## src/rtl/spi_reg_master.sv

```systemverilog
// SPI initiator for single-register read/write frames (CPOL=0), SCLK divided from clk.
// Host handshake: start is accepted in IDLE; busy covers the whole frame plus the CS idle gap.
module spi_reg_master #(
  parameter int CLK_DIV  = 2,
  parameter int CS_SETUP = 2,
  parameter int CS_HOLD  = 4,
  parameter int CS_IDLE  = 2
) (
  input  logic       clk,
  input  logic       rst,
  input  logic       start,
  input  logic       rw,
  input  logic [6:0] addr,
  input  logic [7:0] wdata,
  output logic       busy,
  output logic       done,
  output logic [7:0] rdata,
  output logic       sclk,
  output logic       cs,
  output logic       mosi,
  input  logic       miso
);

  localparam logic [7:0] DIV_LOAD   = 8'(CLK_DIV - 1);
  localparam logic [7:0] SETUP_LOAD = 8'(CS_SETUP - 1);
  localparam logic [7:0] HOLD_LOAD  = 8'(CS_HOLD - 1);
  localparam logic [7:0] IDLE_LOAD  = 8'(CS_IDLE - 1);

  typedef enum logic [2:0] {
    IDLE  = 3'd0,
    SETUP = 3'd1,
    XFER  = 3'd2,
    HOLD  = 3'd3,
    GAP   = 3'd4
  } state_t;

  state_t      state;
  logic [23:0] shreg;
  logic [7:0]  cnt;
  logic [4:0]  bit_cnt;
  logic        is_read;
  logic [7:0]  rx;
  logic [4:0]  last_bit;

  assign last_bit = is_read ? 5'd23 : 5'd15;

  // Frame sequencer: cnt times every phase, sclk toggles only inside XFER.
  always_ff @(posedge clk or posedge rst) begin
    if (rst) begin
      state   <= IDLE;
      shreg   <= 24'h000000;
      cnt     <= 8'd0;
      bit_cnt <= 5'd0;
      is_read <= 1'b0;
      rx      <= 8'h00;
      busy    <= 1'b0;
      done    <= 1'b0;
      rdata   <= 8'h00;
      sclk    <= 1'b0;
      cs      <= 1'b1;
      mosi    <= 1'b0;
    end else begin
      done <= 1'b0;
      case (state)
        IDLE: begin
          if (start) begin
            is_read <= rw;
            shreg   <= rw ? {1'b1, addr, 16'h0000} : {1'b0, addr, wdata, 8'h00};
            cs      <= 1'b0;
            busy    <= 1'b1;
            mosi    <= rw;
            cnt     <= SETUP_LOAD;
            state   <= SETUP;
          end
        end
        SETUP: begin
          if (cnt == 8'd0) begin
            sclk    <= 1'b1;
            mosi    <= shreg[23];
            shreg   <= {shreg[22:0], 1'b0};
            bit_cnt <= 5'd0;
            cnt     <= DIV_LOAD;
            state   <= XFER;
          end else begin
            cnt <= cnt - 8'd1;
          end
        end
        XFER: begin
          if (cnt != 8'd0) begin
            cnt <= cnt - 8'd1;
          end else if (sclk) begin
            // MISO is captured on the edge that lowers sclk; only the data byte matters.
            sclk <= 1'b0;
            if (bit_cnt >= 5'd16) begin
              rx <= {rx[6:0], miso};
            end
            cnt <= DIV_LOAD;
          end else if (bit_cnt == last_bit) begin
            mosi  <= 1'b0;
            cnt   <= HOLD_LOAD;
            state <= HOLD;
          end else begin
            bit_cnt <= bit_cnt + 5'd1;
            sclk    <= 1'b1;
            mosi    <= shreg[23];
            shreg   <= {shreg[22:0], 1'b0};
            cnt     <= DIV_LOAD;
          end
        end
        HOLD: begin
          if (cnt == 8'd0) begin
            cs    <= 1'b1;
            done  <= 1'b1;
            if (is_read) begin
              rdata <= rx;
            end
            cnt   <= IDLE_LOAD;
            state <= GAP;
          end else begin
            cnt <= cnt - 8'd1;
          end
        end
        GAP: begin
          if (cnt == 8'd0) begin
            busy  <= 1'b0;
            state <= IDLE;
          end else begin
            cnt <= cnt - 8'd1;
          end
        end
        default: begin
          busy  <= 1'b0;
          sclk  <= 1'b0;
          cs    <= 1'b1;
          mosi  <= 1'b0;
          state <= IDLE;
        end
      endcase
    end
  end

endmodule

```

## config.mk

```make
export PLATFORM = sky130hd
export DESIGN_NAME = spi_reg_master
export DESIGN_NICKNAME = d
export VERILOG_FILES = /design/src/rtl/spi_reg_master.sv
export SDC_FILE = /design/constraint.sdc
export NUM_CORES = 1
export LEC_CHECK = 0
export BUFFER_PORTS_ARGS = -buffer_cell sky130_fd_sc_hd__buf_4
export CAP_MARGIN = 30
export CORE_MARGIN = 10
export CORE_UTILIZATION = 60
export CTS_CLUSTER_DIAMETER = 120
export CTS_CLUSTER_SIZE = 30
export DETAILED_ROUTE_END_ITERATION = 6
export PLACE_DENSITY = 0.82
export REMOVE_ABC_BUFFERS = 1
export SLEW_MARGIN = 10
export SYNTH_ARGS = -nofsm -noshare
export SYNTH_HDL_FRONTEND = slang
export SYNTH_SLANG_ARGS = --single-unit
```

## constraint.sdc

```tcl
create_clock -name clk -period 3.7 [get_ports clk]
set_input_delay 1.11 -clock clk [delete_from_list [all_inputs] [get_ports clk]]
set_output_delay 1.11 -clock clk [all_outputs]
set_load 0.1 [all_outputs]
```

---- Word-level counts from Yosys, hierarchy flattened ----
Index checks and enable logic that the tools add are counted.
storage, ports and cells
  logic and storage cells ................. 102
  flip-flop bits (word level) ............. 62
  output and inout port bits .............. 13
  input bits .............................. 20
cells by class
  muxes and demuxes ....................... 46
  $lt $le $gt $ge ......................... 1
  add/sub/neg operators ................... 2
  reduce and logical (&&, ||, !) cells .... 22
  equal/unequal tests ..................... 14
  bitwise logic cells ..................... 5
operator list
  operator               count
  $mux W24               6
  $pmux W24 S3           1
  $mux W8                4
  $pmux W8 S4            1
  $mux W5                5
  $mux W3                7
  $ne A2 B2 Y1 const B   9
  $pmux W3 S5            1
  $reduce_and A3 Y1      5
  $mux W1                14
  $pmux W5 S2            1
  $reduce_and A5 Y1      2
  $pmux W1 S3            3
  $reduce_or A3 Y1       3
  $logic_not A8 Y1       1
  $reduce_bool A8 Y1     1
  $sub A8 B1 Y8 const B  1
  $reduce_and A7 Y1      1
  $eq A3 B2 Y1 const B   2
  $reduce_and A6 Y1      1
  $add A5 B1 Y5 const B  1
  $eq A5 B5 Y1           1
  $ge A5 B5 Y1 const B   1
  $not A1 Y1             5
  11 further kinds       13

---- Depth between registers and ports, before layout ----
Gate-level depths: netlist of the first run.
  depth in word-level cells ............... 6
  mapped depth ............................ 8

---- Worst setup path before layout of the first run ----
No wires, ideal clock.
  path kind ............................... register -> register
  start point ............................. register is_read
  end point ............................... register shreg[16]
  buffers on the path ..................... 1
  stages on the path, launching flop included .. 7
  path slack .............................. 1,532 ps
  data arrival time ....................... 2,044 ps
  required time ........................... 3,575 ps
  period minus slack after synthesis ...... 2,168 ps
  cells stage by stage .................... dfrtp_1 -> or3b_2 -> a21oi_2 -> a21oi_1 -> o211ai_2 -> buf_6 -> mux2_2
between the ends
  cells in the longest elaborated chain, start to end .. 4
RTL lines
  what                         line  RTL
  start: declaration           41    logic is_read;
  start signal: assignment     67    is_read <= rw;
  $mux W5                      45    assign last_bit = is_read ? 5'd23 : 5'd15;
  $eq A5 B5 Y1                 98    end else if (bit_cnt == last_bit) begin
  $ne A2 B2 Y1 (no line)       --
  $reduce_and A6 Y1 (no line)  --
  end signal: assignment       68    shreg <= rw ? {1'b1, addr, 16'h0000} : {1'b0, addr, wdata, 8'h00};
  end signal: assignment       80    shreg <= {shreg[22:0], 1'b0};
  end signal: assignment       106   shreg <= {shreg[22:0], 1'b0};
  end: declaration             38    logic [23:0] shreg;
Every way passes these cells.
A chain may end at the register's enable or synchronous reset.

---- Final worst setup path of the first run ----
  start point ............................. register is_read
  end point ............................... register shreg[12]
Same word-level chain as after synthesis.

==> key figures, run 1 <==
Outcome
  • Outcome: finished, final reports clean

Drt
  • Final WL: ~5.5 mm
  • Via density: about 5.9
  • DR WL/cell: 16.1 µm
  • First drt pass iteration count: 4
  • Vias: 1,985
  • DRT antenna net count: 0
  • DRC: 0
  • DRT iter0 DRCs: around 140

Critical path
  • Critical path's top delay family: compound AO/OA/AOI/OAI gates
  • WP buf/inv: 1
  • CP Capture Type: register
  • R2r endpoint: shreg[12]
  • CP cell instances: or3b_2 -> a21oi_2 -> a21oi_1 -> o211ai_2 -> buf_4 -> mux2i_1
  • Worst path max stage delay: roughly 0.68 ns
  • Worst Setup SP: is_read
  • Startpoint Class: register
  • Path type of the worst setup path: register to register
  • Cell count along the critical path: 6
  • Critical path data arrival time: roughly 2.8 ns
  • Worst r2r src: is_read
  • Critical-path top delay cell: o211ai_2
  • Reg2reg path depth: 6
  • Reg2reg setup slack: roughly 1.1 ns
  • CP required: a little under 4 ns
  • Worst Path Max Fanout: 13
  • Crit path to: shreg[12]

CTS
  • CTS tree: done
  • CTS clock-pin slew for the worst setup and hold paths: about 0.10 ns
  • Worst-Skew Late Latency: a little over 0.3 ns
  • # Post-CTS Setup Buffers: 0
  • Post-CTS resize count: 0
  • CTS buffer count: 5
  • CTS root buf: clkbuf_8
  • Clk sinks: 54
  • Clock Path Buffers: 2
  • CTS H-tree lvls: 2
  • Cts hold-fix bufs: 0

Yosys
  • Largest family of logic cells by synthesized area: multiplexers
  • Number of enable flip-flop cells after synthesis: 0
  • Synth Area per Inst: 10.9 µm²
  • Share of flip-flops with an asynchronous set or reset: 100%
  • Synth Flop Type: dfrtp_1
  • Simple-Gate Fraction of Synth Area: between 10% and 20%
  • Share of the synthesized area in the top cell type: about 48%
  • Adder-Cell Fraction of Synth Area: around 1.3%
  • Fraction of synthesized area in multiplexers: 17.1%
  • Synthesized area: 0.00278 mm²
  • Netlist cell types: between 40 and 50
  • Area leader, netlist: dfrtp_1
  • Area contributors post-synth: dfrtp_1, mux2_2, nor3b_1
  • Mapped Cells: 256
  • Seq/Total Area, Yosys: between 40% and 50%
  • Xor/xnor cell area share of the yosys netlist: 2.52%
  • Synth Area in Compound Gates: ~11%
  • Syn. warnings: 0
  • Seq cells post-synth: 54

GRT
  • GRT Overall Usage: 14.9%
  • Vias in the first global route: just under 2,000
  • Largest net degree at the start of global routing: 31
  • Grt total ovfl: 0
  • Initial antenna violation count: 0
  • First-pass GRT wire length: approximately 9.4 mm

Cells and area
  • Most frequent cells in the layout: dfrtp_1, mux2_2, buf_4, nor2_1, nand2_1
  • Final net count: slightly above 300
  • Fill cells: between 300 and 400
  • Leading cell type in the layout, fill and taps excluded: dfrtp_1
  • Layout area overhead: 13.2%
  • Share of layout cells above drive strength 1: 31.7%
  • N_diodes: 0
  • Post-layout instance area: 0.00315 mm²

Timing
  • Worst Max-Slew Pin Slew: 0.770 ns
  • Tcrit/Tclk final: just over 70%
  • Worst Skew: around 0.005 ns
  • Achievable frequency: about 380 MHz
  • Final Setup Violations: 0
  • Final Max Tran Viols: 0
  • Rel. slew slack: between 40% and 50%
  • Hold Vio Cnt, Final: 0
  • Setup TNS: 0 ns
  • Hold WS: 0.510 ns
  • Min cycle time layout: ~2.6 ns
  • Unrepaired setup endpoints after global routing: no

Die
  • DIE AREA: 0.00776 mm²
  • Die width: 88.1 µm
  • CORE AREA: around 0.0044 mm²
  • Initial Utilization: between 60% and 70%
  • Site Rows: 24
  • Die height: slightly below 90 µm
  • # IOs: 33

Power
  • Pwr Total: 0.000958 W
  • Cell area power density: a little over 300 mW/mm²
  • Peak VDD IR: between 0.3 and 0.4 mV
  • Leakage: about 1.5 nW

Placement
  • Routability cong.: roughly 0.90
  • DP Area: 0.00305 mm²
  • DP HPWL: between 3 and 4 mm
  • Port bufs: 32

Min path
  • Worst min path class: register to register
  • WHS Path Cells: 1

Run
  • Max capacitance violation total: 0
-- cells in the mapped netlist, types with 3 or more instances --
| library cell | number |
|---|---|
| nand3b_1 | 3 |
| nor3_1 | 5 |
| inv_1 | 15 |
| dfrtp_1 | 53 |
| o21ai_0 | 8 |
| mux2i_1 | 7 |
| mux2_2 | 36 |
| ha_1 | 3 |
| clkbuf_1 | 7 |
| xor2_1 | 6 |
| a21oi_1 | 16 |
| nor2_1 | 20 |
| nand2_1 | 17 |
| nor3b_1 | 11 |
| o211ai_1 | 3 |
| a31oi_1 | 3 |
-- where the power goes --
part           switching [W]  total (W)  internal (W)
Sequential                 0   0.000590      0.000590
Combinational      0.0000159  0.0000305     0.0000146
Clock               0.000201   0.000338      0.000137
Total               0.000217   0.000958      0.000741
-- state kept, by name, summed over array words and instances (netlist names) --
signal	cells
shreg	16
cnt	8
rdata	8
rx	8
bit_cnt	5
state	3
busy	1
cs	1
done	1
is_read	1
mosi	1
sclk	1
-- how the worst min path moves through the flow --
stage	from	to	slack [ns]
2_1_floorplan	shreg[16]	shreg[16]	0.47
3_5_place_dp	rx[7]	rx[7]	0.49
4_1_cts	rx[7]	rx[7]	0.51
5_1_grt	shreg[17]	shreg[17]	0.53
6_report	rx[7]	rx[7]	0.51
3_3_place_gp	shreg[21]	shreg[21]	0.48
-- routing by layer --
metal / routed length (µm) / global-route usage [%] / part of all wire [%] / vias to the layer above
met5: 0 / 0 / 0 / -
met4: 73 / 5.99 / 1.3 / 0
met3: 215 / 4.09 / 3.9 / 6
met2: 2630 / 22.7 / 48 / 42
met1: 2550 / 19.6 / 47 / 965
li1: - / - / - / 972
-- through the flow --
step / util, % / setup slack [ns] / std cells
after floorplan: - / 1.28 / 244
after global placement: 69.2 / 1.27 / 331
after detailed placement: 69.2 / 1.12 / 331
after CTS: 71.3 / 1.09 / 339
after global routing: 71.3 / 0.983 / 339
final: 71.3 / 1.10 / 339
-- area by class of cell --
type                    instances  area (µm²)  share of cell area, %
repair buffers                 35         263                   8.35
well taps                      52        65.1                   2.07
multi-input cells             175        1320                   41.9
clock buffers                   5        68.8                   2.19
inverters                      15        56.3                   1.79
clock inverters                 3        25.0                  0.795
flip-flops and latches         54        1350                   43.0
-- cell families (layout without fill, tap and decap cells) --
group                    count (synthesis)  after routing
adder cells (fa/ha/maj)                  3              3
XOR/XNOR                                 8              8
AO/OA/AOI/OAI                           46             46
flip-flops                              54             54
AND/OR/NAND/NOR                         75             75
buffers and inverters                   27             58
multiplexers                            43             43
Power figures use the tool's default switching activity.
==> inputs of run 2 (changes only) <==
- ABC_AREA: default -> 1
- CORE_UTILIZATION: 60 -> 52
- PLACE_DENSITY: 0.82 -> 0.75
- clock period: 3.7 -> 2.3 ns (I/O delays scaled with it)
==> key figures, run 2 <==
Timing
  • Setup TNS: 0 ns
  • Final Setup Violations: 0
  • Hold Vio Cnt, Final: 0
  • Tcrit/Tclk final: about four fifths
  • Min cycle time layout: around 1.9 ns
  • Final Max Tran Viols: 0
  • Hold WS: ~0.35 ns
  • Rel. slew slack: 70.4%
  • Unrepaired setup endpoints after global routing: no
  • Worst Max-Slew Pin Slew: 0.443 ns
  • Worst Skew: about 0.0066 ns
  • Achievable frequency: roughly 530 MHz

Yosys
  • Top cells by count, synth: nand2_1, dfrtp_1, inv_1
  • Netlist cell types: 29
  • Number of enable flip-flop cells after synthesis: 0
  • Area leader, netlist: dfrtp_1
  • Most used standard cell by instance count after synthesis: nand2_1
  • Synthesized area: approximately 0.0028 mm²
  • Area contributors post-synth: dfrtp_1, nand2_1, nand3_1
  • Share of flip-flops with an asynchronous set or reset: between 90% and 100%
  • Synth Area per Inst: between 7 and 8 µm²
  • Synth Flop Type: dfrtp_1
  • Share of the synthesized area in the top cell type: between 40% and 50%
  • Seq/Total Area, Yosys: about half
  • Seq cells post-synth: between 50 and 60
  • Syn. warnings: 0
  • Mapped Cells: about 370

CTS
  • Worst-Skew Late Latency: ~0.32 ns
  • Cts hold-fix bufs: 0
  • CTS buffer count: 5
  • Clock Path Buffers: 2
  • Clk sinks: 54
  • CTS H-tree lvls: 2
  • CTS clock-pin slew for the worst setup and hold paths: between 0.1 and 0.15 ns
  • CTS root buf: clkbuf_8
  • # Post-CTS Setup Buffers: 0
  • Post-CTS resize count: 0
  • CTS tree: done

Drt
  • DRC: 0
  • Vias: between 2,000 and 2,500
  • Via density: between 5 and 6
  • DRT antenna net count: 0
  • Final WL: about 6.1 mm
  • DRT iter0 DRCs: ~140
  • DR WL/cell: 12.7 µm
  • First drt pass iteration count: 4

Die
  • CORE AREA: 0.00517 mm²
  • DIE AREA: around 0.0087 mm²
  • Site Rows: 26
  • Initial Utilization: approximately 54%
  • Die width: approximately 94 µm
  • # IOs: 33
  • Die height: 93.5 µm

Cells and area
  • Post-layout instance area: between 0.003 and 0.004 mm²
  • Leading cell type in the layout, fill and taps excluded: nand2_1
  • Top reg by flops: shreg
  • Final net count: approximately 430
  • Fill cells: between 400 and 500
  • Share of layout cells above drive strength 1: between 10% and 20%
  • Most frequent cells in the layout: nand2_1, dfrtp_1, inv_1, buf_4, nand3_1
  • Largest register FFs: 16
  • N_diodes: 0
  • Layout area overhead: 15.6%

GRT
  • Largest net degree at the start of global routing: 29
  • First-pass GRT wire length: ~11 mm
  • Initial antenna violation count: 0
  • Grt total ovfl: 0
  • GRT Overall Usage: around 15%
  • Vias in the first global route: between 2,000 and 2,500

Placement
  • DP Area: around 0.0031 mm²
  • Routability cong.: approximately 0.84
  • Port bufs: 32
  • DP HPWL: 4.52 mm

Min path
  • Worst min path class: input pin to asynchronous set/reset pin

Power
  • Peak VDD IR: around 0.25 mV
  • Leakage: roughly 1.8 nW
  • Cell area power density: 519 mW/mm²
  • Pwr Total: ~0.0017 W

Run
  • Max capacitance violation total: 0

Critical path
  • Worst Path Max Fanout: 9
  • Critical path data arrival time: 2.10 ns
  • CP required: roughly 2.5 ns
  • Startpoint Class: register
  • Path type of the worst setup path: register to register
  • CP Capture Type: register
  • Reg2reg path depth: 9

Outcome
  • Outcome: finished, final reports clean
## run 2: per-stage QoR
stage	utilization [%]	setup WS (ns)	instances
after floorplan	-	0.297	366
after global placement	60.6	0.414	472
after detailed placement	60.6	0.410	472
after CTS	62.8	0.419	480
after global routing	62.8	0.221	480
final	62.8	0.419	480
## run 2: worst max-delay path, cell delays in order, from the launching register on
cell	delay, ns
dfrtp_1	0.37
inv_1	0.14
ha_1	0.17
nand2_1	0.13
nor2_8	0.22
inv_4	0.08
a21oi_2	0.31
nand2_1	0.20
nand2_1	0.12
nand2_1	0.05
## run 2: cell type report
cell class / count / area, µm² / share of cell area [%]
multi-input combinational: 273 / 1260 / 38.8
clock buffer: 5 / 68.8 / 2.12
inverter: 39 / 149 / 4.58
clock inverter: 3 / 47.5 / 1.46
tap: 70 / 87.6 / 2.69
timing repair buffer: 36 / 283 / 8.70
sequential: 54 / 1350 / 41.6
## run 2: cells by family (layout without fill, tap and decap cells)
logic type,count (synthesis),after routing,share of synthesized area (%)
buffers and inverters,46,83,6.99
flip-flops,54,54,48.1
AO/OA/AOI/OAI,38,38,7.52
XOR/XNOR,3,3,0.935
AND/OR/NAND/NOR,229,229,35.1
adder cells (fa/ha/maj),3,3,1.34
## run 2: worst paths after layout
path                       slack [ns]          to    from
setup / recovery                 0.42  bit_cnt[2]  cnt[0]
hold / removal                   0.35   shreg[10]     rst
setup reg to reg                 0.42  bit_cnt[2]  cnt[0]
hold reg to reg                  0.48          cs      cs
max in group asynchronous        1.38          cs     rst
min in group clk                 0.48          cs      cs
## run 2: report_power, final
| group | total, W | switching (W) | internal (W) | leakage, nW |
|---|---|---|---|---|
| Clock | 0.000674 | 0.000341 | 0.000333 | 0.0591 |
| Combinational | 0.0000648 | 0.0000340 | 0.0000308 | 1.07 |
| Sequential | 0.000949 | 0 | 0.000949 | 0.717 |
| Total | 0.00169 | 0.000375 | 0.00131 | 1.84 |
## run 2: metal layers
| metal | routed length, µm | vias to the layer above | global-route usage (%) |
|---|---|---|---|
| met1 | 2740 | 1151 | 17.6 |
| met4 | 80 | 0 | 4.56 |
| met3 | 250 | 8 | 2.96 |
| met5 | 0 | - | 0 |
| met2 | 3030 | 52 | 26.3 |
| li1 | - | 1242 | - |
==> inputs of run 3 (changes only) <==
- clock period: 2.3 -> 1.6 ns (I/O delays scaled with it)
==> key figures, run 3 (synthesized netlist as in run 2, its figures left out) <==
Min path
  • Worst min path class: input pin to asynchronous set/reset pin

Power
  • Peak VDD IR: between 0.5 and 0.6 mV
  • Seq pwr share: between 60 and 70%
  • Sw Pwr: 0.000528 W
  • Internal power: roughly 0.0017 W
  • Clock power share: a little over a third
  • Power share of the combinational group: under 10%
  • Cell area power density: between 600 and 700 mW/mm²
  • Leakage: 1.98 nW
  • Sw Ratio: between 20% and 30%

Cells and area
  • Final cell count without fillers: 508
  • Share of layout cells above drive strength 1: approximately a quarter
  • Most frequent cells in the layout: nand2_1, buf_4, dfrtp_1, inv_1, nand3_1
  • N_diodes: 0
  • Top reg by flops: shreg
  • Final net count: 460
  • Leading cell type in the layout, fill and taps excluded: nand2_1
  • Layout Utilization: between 60% and 70%
  • Post-layout instance area: around 0.0036 mm²
  • Layout area overhead: 26.3%
  • Largest register FFs: 16

Die
  • Die height: 93.5 µm
  • Die width: around 94 µm
  • Initial Utilization: 54.4%
  • # IOs: 33
  • CORE AREA: 0.00517 mm²
  • DIE AREA: about 0.0087 mm²
  • Site Rows: 26

Timing
  • Min cycle time layout: between 1.5 and 2 ns
  • Tcrit/Tclk final: 97.5%
  • Hold Vio Cnt, Final: 0
  • Unrepaired setup endpoints after global routing: yes
  • Rel. slew slack: 75.6%
  • Final Max Tran Viols: 0
  • Achievable frequency: roughly 640 MHz
  • Final Setup Violations: 0
  • Worst Max-Slew Pin Slew: approximately 0.37 ns
  • Worst Skew: between 0.007 and 0.008 ns

Outcome
  • Outcome: finished, final reports clean

Drt
  • First drt pass iteration count: 5
  • DR WL/cell: around 12 µm
  • Via density: about 5.1
  • Final WL: roughly 6.3 mm
  • DRC: 0
  • DRT antenna net count: 0
  • Vias: around 2,600
  • DRT iter0 DRCs: 130

Critical path
  • Reg2reg setup slack: about 0.07 ns
  • Path type of the worst setup path: register to output port
  • Worst Path Max Fanout: 2
  • Startpoint Class: register
  • Worst path max stage delay: about 0.56 ns
  • CP required: between 1 and 1.5 ns
  • Critical path's top delay family: flip-flops
  • Critical path data arrival time: between 1 and 1.5 ns
  • CP Capture Type: output port
  • CP cell instances: buf_8
  • WP buf/inv: 1
  • Critical-path top delay cell: dfstp_2

GRT
  • Initial antenna violation count: 0
  • GRT Overall Usage: ~15%
  • Largest net degree at the start of global routing: 30
  • Grt total ovfl: 0
  • First-pass GRT wire length: 10.6 mm
  • Vias in the first global route: around 2,500

CTS
  • Cts hold-fix bufs: 0
  • CTS clock-pin slew for the worst setup and hold paths: ~0.1 ns
  • CTS H-tree lvls: 2
  • Clk sinks: 54
  • CTS tree: done
  • CTS buffer count: 5
  • Clock Path Buffers: 2
  • CTS root buf: clkbuf_8
  • Worst-Skew Late Latency: 0.32 ns

Placement
  • DP Area: between 0.003 and 0.004 mm²
  • Routability cong.: roughly 0.9
  • Post-Place Cells: 487
  • Port bufs: 32
  • DP HPWL: 4.38 mm

Run
  • Max capacitance violation total: 0
==> run 3: cell count changes in the layout (fill, tap and decap cells not counted), sizes merged <==
cell and delta:
buf +27, bufinv -1, clkinv +1, clkinvlp +1, inv -1, nand2 +1
==> run 3: area by class of cell <==
cell class              count  area [µm²]
repair buffers             63         528
clock inverters             3        25.0
multi-input cells         274        1340
fillers                   420        1620
clock buffers               5        68.8
inverters                  39         149
flip-flops and latches     54        1360
well taps                  70        87.6
==> run 3: stage by stage <==
| stage | worst slack, ns | TNS, ns | hold WS [ns] | power (W) |
|---|---|---|---|---|
| final | 0.0393 | 0 | 0.212 | 0.00225 |
| after floorplan | -0.193 | -13.81 | 0.442 | 0.00143 |
| after detailed placement | -0.0320 | -0.142 | 0.459 | 0.00148 |
| after CTS | -0.0150 | -0.0171 | 0.218 | 0.00227 |
| after global placement | -0.00153 | -0.00153 | 0.456 | 0.00148 |
| after global routing | -0.0349 | -0.297 | 0.224 | 0.00235 |
==> run 3: timing repair <==
action                                  CTS  global route
gates resized for setup                   6            25
gates cloned                              1             2
setup buffers                             3             7
pin swaps                                 4            11
endpoints found under the hold margin     0             0
endpoints found under the setup margin   25            38
==> run 3: per-layer routing <==
metal	vias up	GRT usage, %	routed length [µm]
li1	1299	-	-
met1	1206	17.3	2750
met2	65	24.4	3120
met3	13	4.24	278
met4	0	6.08	139
met5	-	0	0
==> run 3: worst paths after layout <==
kind                            cells past startpoint   endpoint       from
min in group clk                                    3       busy      start
max in group asynchronous                           3   state[2]        rst
worst max-delay path                                1         cs         cs
worst max register to register                      9  shreg[14]     cnt[2]
worst min-delay path                                3       mosi        rst
worst min register to register                      2  shreg[16]  shreg[16]
==> run 3: power groups by stage <==
stage / combinational, W / sequential (W) / clock (W)
floorplan: 0.0000390 / 0.00139 / 0
global placement: 0.0000904 / 0.00139 / 0
detailed placement: 0.0000917 / 0.00139 / 0
CTS: 0.0000918 / 0.00136 / 0.000818
global route: 0.000103 / 0.00136 / 0.000882
finish: 0.0000904 / 0.00136 / 0.000796
